## src/rtl/note_pkg.sv

```systemverilog
// Shared types and codes for the note framer / emitter pair.
package note_pkg;

   localparam int unsigned NOTE_W   = 8;
   localparam int unsigned DUR_W    = 4;
   localparam int unsigned LETTER_W = 4;

   // One-hot duration codes presented to the score renderer.
   localparam logic [DUR_W-1:0] DUR_NONE    = 4'b0000;
   localparam logic [DUR_W-1:0] DUR_EIGHTH  = 4'b0001;
   localparam logic [DUR_W-1:0] DUR_QUARTER = 4'b0010;
   localparam logic [DUR_W-1:0] DUR_HALF    = 4'b0100;
   localparam logic [DUR_W-1:0] DUR_WHOLE   = 4'b1000;

   localparam logic [LETTER_W-1:0] REST_LETTER = 4'h0;

   typedef enum logic {
      R_IDLE,
      R_RUN
   } run_state_e;

   typedef enum logic [1:0] {
      E_IDLE,
      E_HIGH,
      E_LOW
   } emit_state_e;

   // Note + duration pair handed from the run tracker to the emitter.
   typedef struct packed {
      logic [NOTE_W-1:0] note;
      logic [DUR_W-1:0]  dur;
   } emit_req_t;

   function automatic logic is_rest(input logic [LETTER_W-1:0] letter);
      return letter == REST_LETTER;
   endfunction

endpackage

```

## src/rtl/note_emitter.sv

```systemverilog
// Stretches each emission into a PULSE_CYCLES-wide new_note pulse with an
// equally long quiet gap, buffering one request that arrives meanwhile.
module note_emitter
   import note_pkg::*;
#(
   parameter int unsigned PULSE_CYCLES = 16
) (
   input  logic              clk,
   input  logic              reset,
   input  logic              req_valid,
   input  logic [NOTE_W-1:0] req_note,
   input  logic [DUR_W-1:0]  req_dur,
   output logic [NOTE_W-1:0] note,
   output logic [DUR_W-1:0]  duration,
   output logic              new_note,
   output logic              overflow
);

   localparam int unsigned   PC_W    = (PULSE_CYCLES > 1) ? $clog2(PULSE_CYCLES) : 1;
   localparam logic [PC_W-1:0] PC_LAST = PC_W'(PULSE_CYCLES - 1);

   emit_state_e       state_q, state_d;
   logic [PC_W-1:0]   cnt_q, cnt_d;
   emit_req_t         pend_q, pend_d;
   logic              pend_v_q, pend_v_d;
   logic [NOTE_W-1:0] note_d;
   logic [DUR_W-1:0]  dur_d;
   logic              nn_d;
   logic              ovf_d;

   emit_req_t         incoming_c;
   emit_req_t         load_sel_c;
   logic              load_c;
   logic              buffer_c;

   // State, phase counter, pending slot and registered outputs.
   always_ff @(posedge clk or negedge reset) begin
      if (!reset) begin
         state_q  <= E_IDLE;
         cnt_q    <= '0;
         pend_q   <= '0;
         pend_v_q <= 1'b0;
         note     <= '0;
         duration <= '0;
         new_note <= 1'b0;
         overflow <= 1'b0;
      end else begin
         state_q  <= state_d;
         cnt_q    <= cnt_d;
         pend_q   <= pend_d;
         pend_v_q <= pend_v_d;
         note     <= note_d;
         duration <= dur_d;
         new_note <= nn_d;
         overflow <= ovf_d;
      end
   end

   // Next state: pulse high phase, enforced low gap, pending handoff.
   always_comb begin
      state_d    = state_q;
      cnt_d      = cnt_q;
      pend_d     = pend_q;
      pend_v_d   = pend_v_q;
      note_d     = note;
      dur_d      = duration;
      nn_d       = new_note;
      ovf_d      = overflow;
      incoming_c = '{note: req_note, dur: req_dur};
      load_sel_c = incoming_c;
      load_c     = 1'b0;
      buffer_c   = 1'b0;

      case (state_q)
         E_IDLE: begin
            load_c = req_valid;
         end
         E_HIGH: begin
            buffer_c = req_valid;
            if (cnt_q == PC_LAST) begin
               state_d = E_LOW;
               cnt_d   = '0;
               nn_d    = 1'b0;
            end else begin
               cnt_d = cnt_q + PC_W'(1);
            end
         end
         E_LOW: begin
            if (cnt_q == PC_LAST) begin
               if (pend_v_q) begin
                  // Oldest first; a same-cycle request refills the slot.
                  load_c     = 1'b1;
                  load_sel_c = pend_q;
                  pend_v_d   = 1'b0;
                  buffer_c   = req_valid;
               end else if (req_valid) begin
                  load_c = 1'b1;
               end else begin
                  state_d = E_IDLE;
                  cnt_d   = '0;
               end
            end else begin
               cnt_d    = cnt_q + PC_W'(1);
               buffer_c = req_valid;
            end
         end
         default: begin
            state_d = E_IDLE;
            cnt_d   = '0;
            nn_d    = 1'b0;
         end
      endcase

      if (load_c) begin
         note_d  = load_sel_c.note;
         dur_d   = load_sel_c.dur;
         nn_d    = 1'b1;
         state_d = E_HIGH;
         cnt_d   = '0;
      end

      if (buffer_c) begin
         if (pend_v_d) begin
            ovf_d = 1'b1;
         end else begin
            pend_d   = incoming_c;
            pend_v_d = 1'b1;
         end
      end
   end

endmodule

```

## src/rtl/note_framer.sv

```systemverilog
// Groups consecutive identical FFT-frame pitch codes into runs, classifies
// each closed run into a note duration and hands it to the pulse emitter.
module note_framer
   import note_pkg::*;
#(
   parameter int unsigned MIN_FRAMES   = 2,
   parameter int unsigned QUARTER_MIN  = 4,
   parameter int unsigned HALF_MIN     = 8,
   parameter int unsigned WHOLE_MIN    = 16,
   parameter int unsigned WHOLE_MAX    = 22,
   parameter int unsigned PULSE_CYCLES = 16,
   parameter int unsigned CNT_W        = 5
) (
   input  logic        clk,
   input  logic        reset,
   input  logic        frame_valid,
   input  logic [7:0]  frame_note,
   output logic [7:0]  note,
   output logic [3:0]  duration,
   output logic        new_note,
   output logic        overflow
);

   run_state_e        state_q, state_d;
   logic [NOTE_W-1:0] cur_q, cur_d;
   logic [CNT_W-1:0]  cnt_q, cnt_d;

   logic [CNT_W-1:0]  cnt_inc_c;
   logic [DUR_W-1:0]  close_dur_c;
   logic              req_valid_c;
   logic [NOTE_W-1:0] req_note_c;
   logic [DUR_W-1:0]  req_dur_c;

   // Run tracker state: current pitch and how many frames it has lasted.
   always_ff @(posedge clk or negedge reset) begin
      if (!reset) begin
         state_q <= R_IDLE;
         cur_q   <= '0;
         cnt_q   <= '0;
      end else begin
         state_q <= state_d;
         cur_q   <= cur_d;
         cnt_q   <= cnt_d;
      end
   end

   // Duration class of the run as it stands; DUR_NONE marks a glitch.
   always_comb begin
      if (cnt_q < CNT_W'(MIN_FRAMES)) begin
         close_dur_c = DUR_NONE;
      end else if (cnt_q < CNT_W'(QUARTER_MIN)) begin
         close_dur_c = DUR_EIGHTH;
      end else if (cnt_q < CNT_W'(HALF_MIN)) begin
         close_dur_c = DUR_QUARTER;
      end else if (cnt_q < CNT_W'(WHOLE_MIN)) begin
         close_dur_c = DUR_HALF;
      end else begin
         close_dur_c = DUR_WHOLE;
      end
   end

   assign cnt_inc_c = cnt_q + CNT_W'(1);

   // Per-frame run bookkeeping and emission requests.
   always_comb begin
      state_d     = state_q;
      cur_d       = cur_q;
      cnt_d       = cnt_q;
      req_valid_c = 1'b0;
      req_note_c  = cur_q;
      req_dur_c   = DUR_NONE;

      if (frame_valid) begin
         case (state_q)
            R_IDLE: begin
               if (!is_rest(frame_note[7:4])) begin
                  cur_d   = frame_note;
                  cnt_d   = CNT_W'(1);
                  state_d = R_RUN;
               end
            end
            R_RUN: begin
               if (frame_note == cur_q) begin
                  if (cnt_inc_c == CNT_W'(WHOLE_MAX)) begin
                     // Long hold: emit a whole note now, keep the run tied.
                     req_valid_c = 1'b1;
                     req_dur_c   = DUR_WHOLE;
                     cnt_d       = '0;
                  end else begin
                     cnt_d = cnt_inc_c;
                  end
               end else begin
                  req_valid_c = (close_dur_c != DUR_NONE);
                  req_dur_c   = close_dur_c;
                  if (is_rest(frame_note[7:4])) begin
                     state_d = R_IDLE;
                     cnt_d   = '0;
                  end else begin
                     cur_d = frame_note;
                     cnt_d = CNT_W'(1);
                  end
               end
            end
            default: begin
               state_d = R_IDLE;
               cnt_d   = '0;
            end
         endcase
      end
   end

   note_emitter #(
      .PULSE_CYCLES (PULSE_CYCLES)
   ) u_emitter (
      .clk       (clk),
      .reset     (reset),
      .req_valid (req_valid_c),
      .req_note  (req_note_c),
      .req_dur   (req_dur_c),
      .note      (note),
      .duration  (duration),
      .new_note  (new_note),
      .overflow  (overflow)
   );

endmodule

```

## config.mk

```make
export PLATFORM = sky130hd
export DESIGN_NAME = note_framer
export DESIGN_NICKNAME = d
export VERILOG_FILES = /design/src/rtl/note_pkg.sv /design/src/rtl/note_emitter.sv /design/src/rtl/note_framer.sv
export SDC_FILE = /design/constraint.sdc
export NUM_CORES = 1
export LEC_CHECK = 0
export ABC_CLOCK_PERIOD_IN_PS = 3180
export CAP_MARGIN = 20
export CORE_UTILIZATION = 40
export CTS_BUF_LIST = sky130_fd_sc_hd__clkbuf_4 sky130_fd_sc_hd__clkbuf_8
export DETAILED_ROUTE_END_ITERATION = 7
export SLEW_MARGIN = 10
export SYNTH_ARGS = -nofsm -noshare
export SYNTH_HDL_FRONTEND = slang
export SYNTH_SLANG_ARGS = --single-unit
```

## constraint.sdc

```tcl
create_clock -name clk -period 3.18 [get_ports clk]
set_input_delay 0.636 -clock clk [delete_from_list [all_inputs] [get_ports clk]]
set_output_delay 0.636 -clock clk [all_outputs]
set_load 0.01 [all_outputs]
```

# --- Yosys cells after proc, flatten, opt, wreduce, memory -nomap -nowiden ---
# Index checks and enable logic that the tools add are counted.
word_totals:
  regBits: 47
  input_bits: 11
  out_inout_bits: 14
  wordCells: 97
op_classes:
  addsub: 2
  order_cmp: 4
  eq_ne: 15
  mux: 51
  bitwise_logic: 2
  reduce_logical: 11
op_table:
  columns: ["operator", "count"]
  rows:
  - ["4-bit 2-to-1 mux", 13]
  - ["12-bit 2-to-1 mux", 3]
  - ["1-bit 2-to-1 mux", 17]
  - ["8-bit 2-to-1 mux", 2]
  - ["8-bit case mux with 2 select lines", 1]
  - ["5-bit 2-to-1 mux", 3]
  - ["4-bit case mux with 3 select lines", 1]
  - ["2-bit 2-to-1 mux", 5]
  - ["5-bit case mux with 2 select lines", 1]
  - ["2-bit AND reduction", 5]
  - ["8-bit == test", 1]
  - ["4-bit inequality test (second input constant)", 2]
  - ["1-bit case mux with 2 select lines", 4]
  - ["3-bit by 1-bit inequality test with 1-bit output (second input constant)", 2]
  - ["3-bit inequality test (second input constant)", 2]
  - ["2-bit case mux with 3 select lines", 1]
  - ["5-bit by 1-bit adder with 5-bit output (second input constant)", 1]
  - ["5-bit == test (second input constant)", 1]
  - ["5-bit by 2-bit less-than comparator with 1-bit output (second input constant)", 1]
  - ["5-bit by 3-bit less-than comparator with 1-bit output (second input constant)", 1]
  - ["5-bit by 4-bit less-than comparator with 1-bit output (second input constant)", 1]
  - ["5-bit less-than comparator (second input constant)", 1]
  - ["5-bit AND reduction", 1]
  - ["4-bit by 1-bit adder with 4-bit output (second input constant)", 1]
  - ["other kinds (11)", 14]

# --- Depth between registers and ports, before layout ---
logic_depth:
  depth_word: 15
  mapped_depth: 10

# --- By module ---
# A second synthesis with hierarchy kept.
hier_totals:
  cells_unflattened: 233
  area_unflattened_um2: 2601.2
modules_own_cells:
  columns: ["mod", "instances", "cells_each", "area_per_inst_um2", "seq_area_each_um2"]
  rows:
  - ["note_emitter", 1, 141, 1660.3, 825.8]
  - ["note_framer", 1, 92, 940.9, 350.3]

# --- Worst setup path before layout ---
# No wires, ideal clock.
synth_timing:
  path_type: "flip-flop to flip-flop"
  start: "reg cnt_q[1]"
  end: "reg u_emitter.state_q[1]"
  t_arrival_ps: 2233
  setup_slack_ps: 821
  stages_incl_launch_ff: 8
  path_buffers: 0
  synth_period_minus_slack_ps: 2359
  cell_sequence: "dfrtp_1 -> ha_1 -> nor2b_1 -> a32o_2 -> a211o_4 -> a311oi_4 -> a221o_1 -> mux2_4"
synth_between:
  elab_chain_cells: 15
synth_rtl:
  columns: ["item", "line_no", "text"]
  rows:
  - ["start, declared", "note_framer.sv:26", "logic [CNT_W-1:0] cnt_q, cnt_d;"]
  - ["start signal, assigned", "note_framer.sv:43", "cnt_q <= cnt_d;"]
  - ["5-bit less-than comparator", "note_framer.sv:55", "end else if (cnt_q < CNT_W'(WHOLE_MIN)) begin"]
  - ["4-bit 2-to-1 mux", "note_framer.sv:55", null]
  - ["4-bit 2-to-1 mux", "note_framer.sv:53", "end else if (cnt_q < CNT_W'(HALF_MIN)) begin"]
  - ["4-bit 2-to-1 mux", "note_framer.sv:51", "end else if (cnt_q < CNT_W'(QUARTER_MIN)) begin"]
  - ["4-bit 2-to-1 mux", "note_framer.sv:49", "if (cnt_q < CNT_W'(MIN_FRAMES)) begin"]
  - ["4-bit nonzero test", "note_framer.sv:93", "req_valid_c = (close_dur_c != DUR_NONE);"]
  - ["1-bit 2-to-1 mux (*)", "note_framer.sv:83", "if (frame_note == cur_q) begin"]
  - ["1-bit 2-to-1 mux (*)", "note_framer.sv:74", "case (state_q)"]
  - ["1-bit 2-to-1 mux (*)", "note_framer.sv:73", "if (frame_valid) begin"]
  - ["1-bit 2-to-1 mux", "note_emitter.sv:96", "end else if (req_valid) begin"]
  - ["1-bit 2-to-1 mux", "note_emitter.sv:90", "if (pend_v_q) begin"]
  - ["1-bit 2-to-1 mux", "note_emitter.sv:89", "if (cnt_q == PC_LAST) begin"]
  - ["1-bit case mux with 2 select lines", "note_emitter.sv:74", "case (state_q)"]
  - ["3-bit inequality test (no line), or another cell as far along", null, null]
  - ["5-bit AND reduction (no line)", null, null]
  - ["end signal, assigned", "note_emitter.sv:48", "state_q <= state_d;"]
  - ["end, declared", "note_emitter.sv:22", "emit_state_e state_q, state_d;"]
# Mark *: on every way between the ends. The rest lies on a longest branch, timed or not.
# A chain may end at the register's enable or synchronous reset.

# --- Worst setup path in the final report ---
layout_timing:
  start: "in frame_note[5]"
  end: "reg u_emitter.pend_q[6] in the netlist's numbering"
layout_between:
  elab_chain_cells: 8
layout_rtl:
  columns: ["item", "line_no", "text"]
  rows:
  - ["start, declared", "note_framer.sv:17", "input logic [7:0] frame_note,"]
  - ["8-bit == test (*)", "note_framer.sv:83", null]
  - ["1-bit 2-to-1 mux (*)", "note_framer.sv:83", null]
  - ["1-bit 2-to-1 mux (*)", "note_framer.sv:74", null]
  - ["1-bit 2-to-1 mux (*)", "note_framer.sv:73", null]
  - ["1-bit 2-to-1 mux", "note_emitter.sv:90", null]
  - ["1-bit 2-to-1 mux", "note_emitter.sv:89", null]
  - ["1-bit case mux with 2 select lines (*)", "note_emitter.sv:74", null]
  - ["2-bit AND reduction (no line) (*)", null, null]
  - ["end signal, assigned", "note_emitter.sv:50", "pend_q <= pend_d;"]
  - ["end, declared", "note_emitter.sv:24", "emit_req_t pend_q, pend_d;"]
# Marks and branches as above.

==> flow_results.org <==
** Outcome
- The run finished with clean final reports.

** Power and ir drop
- Of the total power, combinational logic draws 8.1%.
- In this run the power density over the cells is 431 nW/µm².
- Int Pwr :: 0.000998 W
- In this run switching power makes up 21.5% of total power.
- For this design the total switching power over the nets is 0.000274 W.
- Total Power :: 0.00127 W
- Reported leakage power :: 1.28 nW
- Peak supply drop :: 253 µV
- In this run, flip-flops and latches consume 50.9% of the power.
- Clk pwr share :: 41.0%

** Floorplan
- Number of I/O pins :: 25
- Area of the die :: 6480 µm²
- In this run the core area contains 28 standard-cell rows.
- Die width :: 80.5 µm
- In this run the vertical extent of the chip is 80.5 µm.
- The core region is 5920 µm².
- Initial Util :: 41.6%

** CTS
- Buffers inserted during clock tree synthesis total 5.
- CTS placed an instance of sky130_fd_sc_hd__clkbuf_8 at the clock tree root.
- Htree depth :: 2
- CTS clock-pin slew for the worst setup and hold paths :: 0.09 ns
- TritonCTS clock tree :: done
- Sinks on Clock Net :: 47
- At the later pin of the worst-skew pair, clock insertion delay measures 0.30 ns.
- Maximum buffer depth of the clock tree :: 2
- Post-cts hold buffer count :: 0
- Quantity of gates resized following cts :: 0
- After clock tree synthesis, the setup repair step added 0 buffers.

** Layout
- Count of inserted antenna diode cells :: 0
- Area overhead of the layout relative to synthesis :: 19.6%
- Of the cells placed in the final design, the portion with a size suffix greater than 1 is 16.3%.
- For this run, the share of the core covered by cells in the final layout is 49.8%.
- The filler cells instantiated in the layout total 550.
- Total area of multi-input combinational cells :: 1210 µm²
- For this run, the post-layout net count is 281.
- Storage cell area :: 1180 µm²

** STA
- Post-Route Setup TNS :: 0 ns
- The number of slew-limit violations in the final report was 0.
- Based on the critical path, the design can be clocked at up to 383 MHz.
- Measured against its own limit, the worst slew margin works out to 48.6%.
- Setup repair after global routing missed its margin :: false
- Final hold analysis gives a worst-case slack of 0.378 ns.
- Setup slack closes at 0.566 ns.
- Worst-Margin Slew :: 0.771 ns
- Setup-violating endpoint count in the final report :: 0
- Hold Vio Cnt, Final :: 0
- Final period demand of the worst path :: 2.61 ns
- Clock Skews :: 0.00649 ns
- Final worst-path cycle share :: 82.2%

** GRT
- For this run, the total global-route usage over all layers was measured as 16.3%.
- Antenna violations before repair :: 0
- Number of global-route vias before repair :: 1580
- Largest net degree at the start of global routing :: 33
- After global routing the overflow that remains totals 0.
- The first global-routing pass estimated 7870 µm of wire.

** Setup path
- The worst setup path is captured at a register.
- The critical path is of the primary input to register type.
- Worst path required time :: 3.37 ns
- CP max FO :: 9
- The worst register-to-register path ends at u_emitter.pend_q[6].
- Register-to-register path setup slack :: 0.70 ns
- Startpoint of the worst-slack reg-to-reg timing path :: cnt_q[1]
- Worst-case reg-to-reg path depth :: 8
- STA classifies the critical path startpoint as a primary input.
- Data on the critical path arrives at its endpoint at 2.80 ns.

** Drt
- Highest metal layer with signal wires :: met4
- In the routed design, unresolved DRC markers number 0.
- The routed design uses 2080 µm of met2 wire.
- WL per Instance :: 13.8 µm
- Before antenna repair, the detailed router went through 4 iterations.
- Met3 wirelength from detailed routing :: 168 µm
- Detailed routing inserted a total of 1779 vias.
- After detailed routing, the number of vias per cell comes to 5.25.
- Drt initial violations :: 83
- Length of routed wiring on met1 :: 2360 µm
- Antenna viol nets, final :: 0
- Aggregate routed wire length :: 4680 µm

** Logic synthesis
- Per-instance average area after synthesis :: 10.6 µm²
- Flip-flop cell with the highest count after synthesis :: sky130_fd_sc_hd__dfrtp_1
- Post-synthesis sequential area ratio :: 47.7%
- Counting flops with an async set or reset pin after synthesis yields a share of 100%.
- Summing every instance area after synthesis gives 2460 µm².
- Net Count, Synth :: 250
- Largest cells by area after synthesis :: sky130_fd_sc_hd__dfrtp_1 (48%), sky130_fd_sc_hd__mux2_2 (9.6%), sky130_fd_sc_hd__nand2_1 (4.7%)
- Count of flip-flops with a built-in enable after synthesis :: 0
- The synthesized design contains 47 register bits.
- The top cell type by area accounts for 47.7% of the synthesized area.
- The biggest area contributor in the post-synthesis netlist is sky130_fd_sc_hd__dfrtp_1.
- The Yosys step of the flow raised 0 warnings.
- Unique masters post-synth :: 46
- After technology mapping, the gate count stands at 232.

** Placement
- Routability-driven placement finished with a final weighted congestion of 0.782.
- During placement, the flow inserted port buffers numbering 24.
- DP Worst Slack :: 0.257 ns
- After legalization and detailed placement, the total HPWL measured 3510 µm.

** Run
- The tool flagged a number of max-cap violations equal to 0.

** Min path
- In this run the worst hold path is classified as primary input to async pin.
## worst max path at each step
stage                              from                    to
after floorplan                cnt_q[1]  u_emitter.state_q[1]
after global placement    frame_note[6]  u_emitter.state_q[1]
after detailed placement  frame_note[5]   u_emitter.pend_q[9]
after CTS                 frame_note[6]  u_emitter.state_q[1]
after global routing      frame_note[5]   u_emitter.pend_q[6]
final                     frame_note[5]   u_emitter.pend_q[6]
## area by class of cell
cell class,instances,area share [%]
clock buffers,6,2.59
clock inverters,2,2.04
repair buffers,32,10.0
inverters,10,1.27
multi-input cells,167,41.0
well taps,75,3.18
flip-flops and latches,47,39.9
## flip-flops by register name, indices dropped and copies added, names as in the netlist
register,flops
u_emitter.pend_q,12
cur_q,8
u_emitter.note,8
cnt_q,5
u_emitter.cnt_q,4
u_emitter.duration,4
u_emitter.state_q,2
state_q,1
u_emitter.new_note,1
u_emitter.overflow,1
u_emitter.pend_v_q,1
## Yosys cell counts, drive strengths merged, types with 3 or more instances
library cell / instances
dfrtp: 47
nand2: 31
mux2: 22
o21ai: 21
mux2i: 11
inv: 10
nand3: 8
xnor2: 8
ha: 7
nor2: 7
clkbuf: 5
nor3: 5
and3: 4
a21oi: 3
and2: 3
buf: 3
nand4: 3
o31ai: 3
## power groups by stage
stage	registers, W	logic (W)	clock network (W)
2_1_floorplan	0.000651	0.0000606	0
3_3_place_gp	0.000659	0.000103	0
3_5_place_dp	0.000659	0.000104	0
4_1_cts	0.000647	0.000105	0.000542
5_1_grt	0.000651	0.000115	0.000568
6_report	0.000647	0.000103	0.000522
## cells in the final DEF, fill, tap and decap left out, types with 3 or more instances in the layout
master	netlist	final
sky130_fd_sc_hd__clkbuf_8	0	5
sky130_fd_sc_hd__nor2_1	7	7
sky130_fd_sc_hd__xnor2_1	8	8
sky130_fd_sc_hd__nand4_1	3	3
sky130_fd_sc_hd__and3_1	3	3
sky130_fd_sc_hd__mux2i_1	11	11
sky130_fd_sc_hd__clkdlybuf4s50_1	0	23
sky130_fd_sc_hd__and2_1	3	3
sky130_fd_sc_hd__a21oi_1	3	3
sky130_fd_sc_hd__inv_1	10	10
sky130_fd_sc_hd__o21ai_0	21	21
sky130_fd_sc_hd__nor3_1	5	5
sky130_fd_sc_hd__buf_4	1	8
sky130_fd_sc_hd__dfrtp_1	47	47
sky130_fd_sc_hd__o31ai_1	3	3
sky130_fd_sc_hd__ha_1	7	7
sky130_fd_sc_hd__nand3_1	8	8
sky130_fd_sc_hd__mux2_2	21	21
sky130_fd_sc_hd__nand2_1	31	31
## cells by family (layout without fill, tap and decap cells)
kind of cell | Yosys count | after routing | share of synthesized area, %
AND/OR/NAND/NOR | 72 | 72 | 14.3
AO/OA/AOI/OAI | 47 | 47 | 13.6
flip-flops | 47 | 47 | 47.7
multiplexers | 33 | 33 | 14.7
buffers and inverters | 18 | 50 | 3.25
XOR/XNOR | 8 | 8 | 2.84
adder cells (fa/ha/maj) | 7 | 7 | 3.55
## stage by stage
stage,area [µm²],std cells
floorplan,2460,232
detailed placement,2810,331
CTS,2950,339
global route,2950,339
finish,2950,339
global placement,2810,331
## worst max-delay path: stages
cell and delay (ns):
sky130_fd_sc_hd__clkdlybuf4s50_1 0.51, sky130_fd_sc_hd__xnor2_1 0.14, sky130_fd_sc_hd__nand4_1 0.25, sky130_fd_sc_hd__a211o_4 0.42
sky130_fd_sc_hd__and3_4 0.20, sky130_fd_sc_hd__nand3_1 0.11, sky130_fd_sc_hd__buf_4 0.19, sky130_fd_sc_hd__mux2_2 0.34
## layer usage
metal  GRT usage, %  vias to the layer above
met3           3.41                        8
met4           5.89                        0
met2           24.2                       38
li1               -                      896
met5              0                        -
met1           23.2                      837
Power figures use the tool's default switching activity.
